[config.mk]
export PLATFORM = sky130hd
export DESIGN_NAME = prg_ctrl
export DESIGN_NICKNAME = d
export VERILOG_FILES = /design/src/rtl/prg_pkg.sv /design/src/rtl/ff_ar.sv /design/src/rtl/prg_inflight.sv /design/src/rtl/prg_ctrl.sv
export SDC_FILE = /design/constraint.sdc
export NUM_CORES = 1
export LEC_CHECK = 0
export CAP_MARGIN = 40
export CORE_ASPECT_RATIO = 0.8
export CORE_UTILIZATION = 50
export CTS_CLUSTER_SIZE = 25
export DETAILED_ROUTE_END_ITERATION = 8
export PLACE_DENSITY = 0.7
export REMOVE_ABC_BUFFERS = 1
export SYNTH_ARGS = -nofsm -noshare
export SYNTH_HDL_FRONTEND = slang
export SYNTH_HIERARCHICAL = 1
export SYNTH_SLANG_ARGS = --single-unit
export TNS_END_PERCENT = 20
[constraint.sdc]
create_clock -name clk -period 2.7 [get_ports clk]
set_input_delay 0.675 -clock clk [delete_from_list [all_inputs] [get_ports clk]]
set_output_delay 0.675 -clock clk [all_outputs]
set_load 0.01 [all_outputs]
[src/rtl/prg_pkg.sv]
`default_nettype none
// +----------------------------------------------------------------------+
// | prg_pkg : shared types and defaults for the primary-ray-generator    |
// | rev 1.0                                                              |
// +----------------------------------------------------------------------+
`ifndef VGA_NUM_COLS
`define VGA_NUM_COLS 640
`endif
`ifndef VGA_NUM_ROWS
`define VGA_NUM_ROWS 480
`endif

package prg_pkg;

  localparam int c_def_num_cols = `VGA_NUM_COLS;
  localparam int c_def_num_rows = `VGA_NUM_ROWS;

  typedef enum logic [1:0] {PH_V0 = 2'd0, PH_V1 = 2'd1, PH_V2 = 2'd2} phase_t;
  typedef enum logic [1:0] {ST_IDLE = 2'd0, ST_RUN = 2'd1, ST_DRAIN = 2'd2} state_t;

  function automatic phase_t next_phase(input phase_t p);
    case (p)
      PH_V0:   return PH_V1;
      PH_V1:   return PH_V2;
      default: return PH_V0;
    endcase
  endfunction

endpackage
`default_nettype wire

[src/rtl/ff_ar.sv]
`default_nettype none
// +----------------------------------------------------------------------+
// | ff_ar : enabled register with asynchronous active-high reset         |
// | rev 1.0                                                              |
// +----------------------------------------------------------------------+
module ff_ar #(
  parameter int             W       = 1,
  parameter logic [W-1:0]   RST_VAL = '0
) (
  input  logic         clk,
  input  logic         rst,
  input  logic         i_en,
  input  logic [W-1:0] i_d,
  output logic [W-1:0] o_q
);

  always_ff @(posedge clk or posedge rst) begin
    if (rst) begin
      o_q <= RST_VAL;
    end else if (i_en) begin
      o_q <= i_d;
    end
  end

endmodule
`default_nettype wire

[src/rtl/prg_inflight.sv]
`default_nettype none
// +----------------------------------------------------------------------+
// | prg_inflight : slot-delay line carrying {valid, data}                |
// | rev 1.0                                                              |
// +----------------------------------------------------------------------+
module prg_inflight #(
  parameter int DEPTH = 9,
  parameter int W     = 8
) (
  input  logic         clk,
  input  logic         rst,
  input  logic         i_shift,
  input  logic         i_valid,
  input  logic [W-1:0] i_data,
  output logic         o_valid,
  output logic [W-1:0] o_data,
  output logic         o_any
);

  logic [W:0]       r_stage [DEPTH];
  logic [DEPTH-1:0] w_vld;

  for (genvar g = 0; g < DEPTH; g++) begin : g_stage
    logic [W:0] w_d;
    if (g == 0) begin : g_head
      assign w_d = {i_valid, i_data};
    end else begin : g_body
      assign w_d = r_stage[g-1];
    end
    ff_ar #(.W(W + 1)) u_ff (
      .clk  (clk),
      .rst  (rst),
      .i_en (i_shift),
      .i_d  (w_d),
      .o_q  (r_stage[g])
    );
    assign w_vld[g] = r_stage[g][W];
  end

  assign o_valid = r_stage[DEPTH-1][W];
  assign o_data  = r_stage[DEPTH-1][W-1:0];
  assign o_any   = |w_vld;

endmodule
`default_nettype wire

[src/rtl/prg_ctrl.sv]
`default_nettype none
// +----------------------------------------------------------------------+
// | prg_ctrl : PRG sequencer - phase strobes, raster walk, credit issue  |
// | rev 1.0                                                              |
// +----------------------------------------------------------------------+
module prg_ctrl
  import prg_pkg::*;
#(
  parameter int NUM_COLS = c_def_num_cols,
  parameter int NUM_ROWS = c_def_num_rows,
  parameter int PL_SLOTS = 9,
  parameter int CREDITS  = 16
) (
  input  logic                        clk,
  input  logic                        rst,
  input  logic                        start,
  input  logic                        ray_deq,
  output logic                        v0,
  output logic                        v1,
  output logic                        v2,
  output logic [$clog2(NUM_COLS)-1:0] x,
  output logic [$clog2(NUM_ROWS)-1:0] y,
  output logic                        ray_valid,
  output logic [$clog2(NUM_COLS)-1:0] ray_x,
  output logic [$clog2(NUM_ROWS)-1:0] ray_y,
  output logic                        busy,
  output logic                        frame_done,
  output logic                        credit_err
);

  localparam int c_xw = $clog2(NUM_COLS);
  localparam int c_yw = $clog2(NUM_ROWS);
  localparam int c_cw = $clog2(CREDITS + 1);
  localparam logic [c_xw-1:0] c_x_last   = c_xw'(NUM_COLS - 1);
  localparam logic [c_yw-1:0] c_y_last   = c_yw'(NUM_ROWS - 1);
  localparam logic [c_cw-1:0] c_cred_max = c_cw'(CREDITS);

  logic [1:0]           r_phase_q, r_state_q;
  phase_t               r_phase, w_phase_d;
  state_t               r_state, w_state_d;
  logic [c_xw-1:0]      r_x, w_x_d, r_ray_x;
  logic [c_yw-1:0]      r_y, w_y_d, r_ray_y;
  logic [c_cw-1:0]      r_cred, w_cred_d;
  logic                 r_issue, r_cred_err, r_ray_valid, r_frame_done;
  logic                 w_is_v0, w_is_v2, w_last_issuing, w_issue_next, w_start_ok;
  logic                 w_xy_en, w_dec, w_full, w_err_set, w_fd_d, w_ray_load;
  logic                 w_inf_vld, w_inf_any;
  logic [c_xw+c_yw-1:0] w_inf_data;

  assign r_phase = phase_t'(r_phase_q);
  assign r_state = state_t'(r_state_q);

  always_comb begin
    w_phase_d      = next_phase(r_phase);
    w_is_v0        = (r_phase == PH_V0);
    w_is_v2        = (r_phase == PH_V2);
    // Block the decision that would re-issue (0,0) right after the last pixel.
    w_last_issuing = r_issue && (r_x == c_x_last) && (r_y == c_y_last);
    w_issue_next   = (r_state == ST_RUN) && (r_cred != '0) && !w_last_issuing;
    w_start_ok     = start && !r_frame_done;
    w_state_d      = r_state;
    w_fd_d         = 1'b0;
    case (r_state)
      ST_IDLE:  if (w_start_ok) w_state_d = ST_RUN;
      ST_RUN:   if (w_is_v2 && w_last_issuing) w_state_d = ST_DRAIN;
      ST_DRAIN: if (!w_inf_any) begin
                  w_state_d = ST_IDLE;
                  w_fd_d    = 1'b1;
                end
      default:  w_state_d = ST_IDLE;
    endcase

    w_xy_en = 1'b0;
    w_x_d   = r_x;
    w_y_d   = r_y;
    if (r_state == ST_IDLE && w_start_ok) begin
      w_xy_en = 1'b1;
      w_x_d   = '0;
      w_y_d   = '0;
    end else if (w_is_v2 && r_issue) begin
      w_xy_en = 1'b1;
      if (r_x == c_x_last) begin
        w_x_d = '0;
        w_y_d = (r_y == c_y_last) ? '0 : r_y + 1'b1;
      end else begin
        w_x_d = r_x + 1'b1;
      end
    end

    w_dec     = w_is_v0 && r_issue;
    w_full    = (r_cred == c_cred_max);
    w_err_set = ray_deq && w_full;
    w_cred_d  = r_cred;
    if (w_dec && !ray_deq) begin
      w_cred_d = r_cred - 1'b1;
    end else if (!w_dec && ray_deq && !w_full) begin
      w_cred_d = r_cred + 1'b1;
    end

    // Registered one cycle early so ray_valid lands on the exit v0 cycle.
    w_ray_load = w_is_v2 && w_inf_vld;
  end

  ff_ar #(.W(2), .RST_VAL(PH_V0)) u_phase (
    .clk(clk), .rst(rst), .i_en(1'b1), .i_d(w_phase_d), .o_q(r_phase_q));
  ff_ar #(.W(2), .RST_VAL(ST_IDLE)) u_state (
    .clk(clk), .rst(rst), .i_en(1'b1), .i_d(w_state_d), .o_q(r_state_q));
  ff_ar #(.W(c_xw + c_yw)) u_xy (
    .clk(clk), .rst(rst), .i_en(w_xy_en), .i_d({w_x_d, w_y_d}), .o_q({r_x, r_y}));
  ff_ar #(.W(1)) u_issue (
    .clk(clk), .rst(rst), .i_en(w_is_v2), .i_d(w_issue_next), .o_q(r_issue));
  ff_ar #(.W(c_cw), .RST_VAL(c_cred_max)) u_cred (
    .clk(clk), .rst(rst), .i_en(1'b1), .i_d(w_cred_d), .o_q(r_cred));
  ff_ar #(.W(1)) u_cred_err (
    .clk(clk), .rst(rst), .i_en(w_err_set), .i_d(1'b1), .o_q(r_cred_err));
  ff_ar #(.W(1)) u_ray_valid (
    .clk(clk), .rst(rst), .i_en(1'b1), .i_d(w_ray_load), .o_q(r_ray_valid));
  ff_ar #(.W(c_xw + c_yw)) u_ray_xy (
    .clk(clk), .rst(rst), .i_en(w_ray_load), .i_d(w_inf_data), .o_q({r_ray_x, r_ray_y}));
  ff_ar #(.W(1)) u_frame_done (
    .clk(clk), .rst(rst), .i_en(1'b1), .i_d(w_fd_d), .o_q(r_frame_done));

  prg_inflight #(.DEPTH(PL_SLOTS), .W(c_xw + c_yw)) u_inflight (
    .clk     (clk),
    .rst     (rst),
    .i_shift (w_is_v0),
    .i_valid (r_issue),
    .i_data  ({r_x, r_y}),
    .o_valid (w_inf_vld),
    .o_data  (w_inf_data),
    .o_any   (w_inf_any)
  );

  assign v0         = (r_phase == PH_V0);
  assign v1         = (r_phase == PH_V1);
  assign v2         = (r_phase == PH_V2);
  assign x          = r_x;
  assign y          = r_y;
  assign ray_valid  = r_ray_valid;
  assign ray_x      = r_ray_x;
  assign ray_y      = r_ray_y;
  assign busy       = (r_state != ST_IDLE);
  assign frame_done = r_frame_done;
  assign credit_err = r_cred_err;

endmodule
`default_nettype wire

==> impl_results.md, run 1 <==
* Status: finished, final reports clean
* Number of stages on the worst setup path at 2
* Setup total negative slack at 0 ns
* Hold_sp: u_inflight/g_stage[3].u_ff/o_q[6]
* Clock Tree Buf Depth at 3
* Final setup viols at 0
* Fin. Hold Viols at 0
* Nets at 731
* Vias post-DR at about 5200
* Crit path largest cell delay at 0.56 ns
* I/O Pins at 49
* Total Wirelength at around 16000 um
* Via-to-Cell Ratio at 5.16
* WS Path Type: flop to output pin
* Area Growth Syn to Fin at 14.6%
* Reg2Reg Setup Slack at approximately 0.50 ns
* Synth top area cells: dfrtp_1 (55%), mux2_4 (29%), mux2_2 (2.9%)
* Synth Cell Area at between 10000 and 15000 um^2
* GRT overflow at 0
* Hold EP: u_inflight/g_stage[4].u_ff/o_q[6]
* Critical Path, Cell by Cell: nor2b_1 > clkdlybuf4s50_1
* FF-to-FF End: u_xy/o_q[8]
* CP delay by family, top: buffers and inverters
* Post-CTS setup buffer count at 0
* TritonRoute pass-1 iters at 4
* Number of synthesized flops with an enable pin at 0
* Die height at 131 um
* Cell row count at 46
* Max Slew Vio Count at 0
* Synthesis-stage register bit count at between 200 and 250
* Starting Density at slightly above 50%
* Crit path DAT at roughly 1.8 ns
* Depth of the CTS H-tree at 1
* First-pass GRT wire length at 28800 um
* Final worst path period share at about nine tenths
* Buf/Inv on CP at 1
* CTS tree: built
* Critical path peak fanout at 8
* Slowest CP cell: clkdlybuf4s50_1
* Die width at between 150 and 200 um
* Critical path origin: u_phase/o_q[1]
* Tightest Pin Transition at between 0.7 and 0.8 ns
* Worst Setup Start Kind: flop
* Die footprint at 21400 um^2
* Setup WS pre-CTS at 0.0845 ns
* HP Class: flop to flop
* Reg-to-reg startpoint: u_phase/o_q[0]
* Gr usage total at approximately 17%
* Clk slew on worst S/H paths at ~0.060 ns
* Final min period at around 2.5 ns
* Largest net degree at the start of global routing at 89
* Cell accounting for the most synthesized area: dfrtp_1
* RSZ-0062 raised after global routing: false
* Leak at slightly below 0.006 uW
* Synth top area share at 55.3%
* Synthesized area per cell at between 15 and 20 um^2
* Hold buffer count at cts at 0
* Worst VDD drop at slightly above 0.0007 V
* Clock Latency Late Sink at approximately 0.50 ns
* Worst endpoint required time at 2.03 ns
* IO buf count at 48
* DRC Markers at 0
* Post-Synthesis Cells at 647
* Post-synthesis sequential area ratio at between 50% and 60%
* Placer Congestion at about 0.78
* Reg2reg path depth at 5
* DP HPWL at 11400 um
* Synth Flop Type: dfrtp_1
* Vias in the first global route at 5439
* Core Area at about 20000 um^2
* Antenna viol nets, final at 0
* Min-Delay Path Depth at 1
* Synth cell types at 52
* Post-CTS Resized at 0
* TritonCTS Buffers at 23
* Final setup margin at around 0.24 ns
* DRT iter0 DRCs at ~280
* Total clock sinks at between 200 and 250
* Worst clock skew at between 0.015 and 0.02 ns
* Diode count at 0
* Yosys warning count at 6
* Power Density at 1110 nW/um^2
* Fmax at a little over 400 MHz
* Wire per inst at approximately 16 um
* Rel. slew slack at approximately half
* Initial antenna violation count at 0
* Layout cells sized above 1 at approximately two fifths
* Root buffer cell: clkbuf_16
* Critical path endpoint category: output pin
* FFs w/ async S/R, synth at 100%
* Max cap viols at 0
==> routing by layer <==
| layer | vias up | track usage, % | part of all wire, % |
|---|---|---|---|
| li1 | 2432 | - | - |
| met1 | 2604 | 24.1 | 49 |
| met2 | 108 | 26.4 | 46 |
| met3 | 28 | 2.75 | 3.6 |
| met4 | 0 | 3.96 | 1.8 |
| met5 | - | 0 | 0 |
==> power by group <==
group / switching (uW) / total [uW] / leakage [uW] / internal, uW
sequential: 742 / 5130 / 0.00301 / 4390
combinational: 1890 / 4890 / 0.00245 / 3000
clock: 1250 / 3190 / 0.000390 / 1950
total: 3880 / 13200 / 0.00585 / 9340
==> metrics by stage <==
| step | util [%] | total power [uW] | cell area [um^2] | hold slack (ns) | cells |
|---|---|---|---|---|---|
| floorplan | - | 7480 | 10100 | 0.404 | 630 |
| global placement | 55.5 | 9830 | 11100 | 0.489 | 962 |
| detailed placement | 55.5 | 10100 | 11100 | 0.496 | 962 |
| CTS | 59.3 | 13400 | 11900 | 0.501 | 1003 |
| global route | 59.3 | 13900 | 11900 | 0.523 | 1003 |
| finish | 59.3 | 13200 | 11900 | 0.504 | 1003 |
==> Yosys cell counts (all sizes together) (2+ instances only) <==
master,instances
and4,3
mux2,231
nor4,3
clkbuf,2
xnor2,9
or4,2
inv,22
xor2,4
o21ai,5
buf,26
nand2,20
nor3,4
nand3,11
and3,8
nor3b,3
ha,4
a21oi,9
dfrtp,230
and2,2
a31o,2
nor2,18
nand4,5
or4b,3
nand3b,2
==> how the worst max path moves through the flow <==
stage	slack, ns	to
after floorplan	-11.16	u_phase/o_q[0]
after global placement	0.14	u_xy/o_q[16]
after detailed placement	0.08	u_xy/o_q[1]
after CTS	0.22	v2
after global routing	0.13	v2
final	0.24	v2
==> cells in the final DEF (no fill, tap or decap), types with 3 or more instances in the layout <==
| cell | n |
|---|---|
| nor3_1 | 4 |
| xor2_1 | 4 |
| clkbuf_8 | 7 |
| buf_4 | 17 |
| nand2_1 | 20 |
| buf_12 | 3 |
| dfrtp_1 | 230 |
| nand3_1 | 11 |
| clkdlybuf4s50_1 | 48 |
| a21oi_1 | 9 |
| and3_1 | 7 |
| clkinv_2 | 5 |
| or4b_1 | 3 |
| conb_1 | 12 |
| inv_1 | 22 |
| nor2_1 | 17 |
| xnor2_1 | 9 |
| clkbuf_1 | 3 |
| nor4_1 | 3 |
| mux2_4 | 204 |
| ha_1 | 4 |
| nand4_1 | 4 |
| mux2_2 | 27 |
| clkbuf_16 | 23 |
| o21ai_0 | 4 |
==> state kept, by name, summed over array words and instances, names as in the netlist <==
name / flops
u_cred_err/o_q: 1
u_xy/o_q: 19
u_ray_xy/o_q: 19
u_frame_done/o_q: 1
u_state/o_q: 2
u_inflight/g_stage.u_ff/o_q: 180
u_issue/o_q: 1
u_phase/o_q: 2
u_cred/o_q: 5
u_ray_valid/o_q: 1
==> layout make-up <==
type,instances,area (um^2)
timing repair buffer,68,668
inverter,22,82.6
clock buffer,33,683
clock inverter,8,93.8
fill,1494,8170
tap,264,330
multi-input combinational,377,4280
sequential,231,5780
==> logic make-up (layout without fill, tap and decap cells) <==
group	count (synthesis)	in the layout	share of synthesized area [%]
other	1	12	0.0361
buffers and inverters	50	131	3.73
adders and majority gates	4	4	0.481
xor gates and xnor gates	13	13	1.09
and+or+nand+nor	94	94	5.28
muxes	232	232	32.5
DFF	231	231	55.6
AOI/OAI and AO/OA	22	22	1.32
Note: power is estimated with default switching activity, not from simulation.
==> run 2: changes to the inputs <==
--- a/config.mk
+++ b/config.mk
@@ -7,11 +7,11 @@
 export LEC_CHECK = 0
 export CAP_MARGIN = 40
 export CORE_ASPECT_RATIO = 0.8
+export CORE_MARGIN = 3
 export CORE_UTILIZATION = 50
 export CTS_CLUSTER_SIZE = 25
 export DETAILED_ROUTE_END_ITERATION = 8
 export PLACE_DENSITY = 0.7
-export REMOVE_ABC_BUFFERS = 1
 export SYNTH_ARGS = -nofsm -noshare
 export SYNTH_HDL_FRONTEND = slang
 export SYNTH_HIERARCHICAL = 1
==> run 2 against run 1 <==
  * First-iteration DRC count unchanged
  * Critical path depth is the same
  * Maximum frequency grew 0.34%
  * Global-route usage shrank 2.0 points
  * Combinational power hardly changed
  * Core utilization down 0.19 points
  * Routed wire length shrank 2.2%
  * Critical path type unchanged
  * Largest cell class unchanged
==> impl_results.md, run 2 (synthesized netlist as in run 1, its figures left out) <==
* Status: finished, final reports clean (unchanged)
* Tightest Pin Transition at 0.736 ns (was 0.757 ns)
* Vias in the first global route at 5342 (was 5439)
* I/O Pins at 49 (unchanged)
* Via-to-Cell Ratio at 5.12 (was 5.16)
* Largest net degree at the start of global routing at 95 (was 89)
* Worst clock skew at 0.00933 ns (was 0.0151 ns)
* DRC Markers at 0 (unchanged)
* WS Path Type: flop to output pin (unchanged)
* Diode count at 0 (unchanged)
* CP delay by family, top: buffers and inverters (unchanged)
* Layout cells sized above 1 at 40.9% (was 40.6%)
* Fin. Hold Viols at 0 (unchanged)
* Worst VDD drop at 0.000830 V (was 0.000705 V)
* CTS tree: built (unchanged)
* TritonCTS Buffers at 23 (unchanged)
* Max Slew Vio Count at 0 (unchanged)
* Clk slew on worst S/H paths at 0.06 ns (about the same)
* Worst Setup Start Kind: flop (unchanged)
* RSZ-0062 raised after global routing: false (unchanged)
* Clock Tree Buf Depth at 3 (unchanged)
* Post-CTS setup buffer count at 0 (unchanged)
* Most common cell after layout, fill and taps aside: dfrtp_1 (unchanged)
* Final min period at 2.45 ns (was 2.46 ns)
* Internal at 9330 uW (was 9340 uW)
* Critical Path, Cell by Cell: nor2b_1 > clkdlybuf4s50_1 (unchanged)
* Post-layout instance area at 11900 um^2 (about the same)
* Clock Power Share at 24.2% (was 24.1%)
* Logic pwr share at 36.9% (was 37.0%)
* # fillers at 1523 (was 1494)
* Total Wirelength at 16000 um (was 16400 um)
* Biggest regs: u_inflight/g_stage.u_ff/o_q (180), u_ray_xy/o_q (19), u_xy/o_q (19) (unchanged)
* Nets at 731 (unchanged)
* Die width at 167 um (was 163 um)
* Biggest register: u_inflight/g_stage.u_ff/o_q (unchanged)
* Post-DP Area at 11100 um^2 (about the same)
* Slowest CP cell: clkdlybuf4s50_1 (unchanged)
* Cell row count at 46 (unchanged)
* Post-CTS Resized at 0 (unchanged)
* Final setup viols at 0 (unchanged)
* Vias post-DR at 5134 (was 5172)
* Rel. slew slack at 50.8% (was 49.4%)
* Fmax at 408 MHz (was 407 MHz)
* IO buf count at 48 (unchanged)
* Critical path peak fanout at 8 (unchanged)
* GRT overflow at 0 (unchanged)
* Gr usage total at 14.7% (was 16.7%)
* Wire per inst at 16.0 um (was 16.3 um)
* Total clock sinks at 231 (unchanged)
* Core Area at 20100 um^2 (about the same)
* Antenna viol nets, final at 0 (unchanged)
* Setup total negative slack at 0 ns (unchanged)
* Max cap viols at 0 (unchanged)
* Root buffer cell: clkbuf_16 (unchanged)
* Area Growth Syn to Fin at 14.6% (about the same)
* Final worst path period share at 90.8% (was 91.1%)
* Switching Share at 29.3% (about the same)
* Crit path DAT at 1.78 ns (about the same)
* First-pass GRT wire length at 27600 um (was 28800 um)
* HP Class: flop to flop (unchanged)
* Part of the power in registers at 38.8% (about the same)
* Worst endpoint required time at 2.03 ns (about the same)
* Initial antenna violation count at 0 (unchanged)
* Leak at 0.00584 uW (was 0.00585 uW)
* Register area at 5780 um^2 (unchanged)
* Critical path origin: u_phase/o_q[1] (unchanged)
* Crit path largest cell delay at 0.56 ns (about the same)
* Starting Density at 51.6% (was 51.8%)
* Power Density at 1110 nW/um^2 (about the same)
* Placer Congestion at 0.804 (was 0.781)
* Hold buffer count at cts at 0 (unchanged)
* Die height at 135 um (was 131 um)
* TritonRoute pass-1 iters at 4 (unchanged)
* Reg-to-reg startpoint: u_xy/o_q[1] (was u_phase/o_q[0])
* Multi-input logic area at 4280 um^2 (unchanged)
* DRT iter0 DRCs at 281 (unchanged)
* Hold Slack at 0.504 ns (about the same)
* Depth of the CTS H-tree at 1 (unchanged)
* Hold_sp: u_inflight/g_stage[3].u_ff/o_q[16] (was u_inflight/g_stage[3].u_ff/o_q[6])
* Most frequent cells in the layout: dfrtp_1 (230), mux2_4 (204), clkdlybuf4s50_1 (48) (unchanged)
* Buf/Inv on CP at 1 (unchanged)
* Switch Pwr at 3870 uW (was 3880 uW)
* Clock Latency Late Sink at 0.50 ns (about the same)
* Critical path endpoint category: output pin (unchanged)
* Die footprint at 22600 um^2 (was 21400 um^2)
* Largest register FFs at 180 (unchanged)
* DP HPWL at 11400 um (about the same)
run 2: final timing paths:
| kind | end | depth (start not counted) | slack (ns) |
|---|---|---|---|
| worst max-delay path | v2 | 2 | 0.25 |
| worst min-delay path | u_inflight/g_stage[4].u_ff/o_q[16] | 1 | 0.50 |
| worst max register to register | u_issue/o_q | 6 | 0.53 |
| worst min register to register | u_inflight/g_stage[4].u_ff/o_q[16] | 1 | 0.50 |
| max in group asynchronous | u_inflight/g_stage[8].u_ff/o_q[9] | 3 | 1.33 |
| min in group asynchronous | u_issue/o_q | 2 | 0.81 |
run 2: power groups by stage:
stage | combinational, uW | clock (uW) | sequential, uW
floorplan | 4300 | 0 | 4980
global placement | 4710 | 0 | 5110
detailed placement | 4880 | 0 | 5190
CTS | 4900 | 3310 | 5130
global route | 5190 | 3450 | 5270
finish | 4870 | 3200 | 5130
run 2: layer usage:
layer	up-vias	track usage [%]	wire [um]
li1	2434	-	-
met2	109	22.2	7010
met5	-	0	0
met3	28	3.01	628
met4	0	4.54	354
met1	2563	21.6	8040
run 2: stage by stage:
step | instances | setup slack, ns | total power, uW | utilization (%)
2_1_floorplan | 658 | 0.305 | 9280 | -
3_3_place_gp | 962 | 0.146 | 9820 | 55.3
3_5_place_dp | 962 | 0.0793 | 10100 | 55.3
4_1_cts | 1003 | 0.221 | 13300 | 59.2
5_1_grt | 1003 | 0.165 | 13900 | 59.2
6_report | 1003 | 0.249 | 13200 | 59.2
run 2: area by class of cell:
type                            count  area share [%]
Clock buffer                       31            5.67
Clock inverter                     10           0.924
Inverter                           22           0.693
Multi-Input combinational cell    377            35.9
Sequential cell                   231            48.5
Tap cell                          264            2.77
Timing Repair Buffer               68            5.50
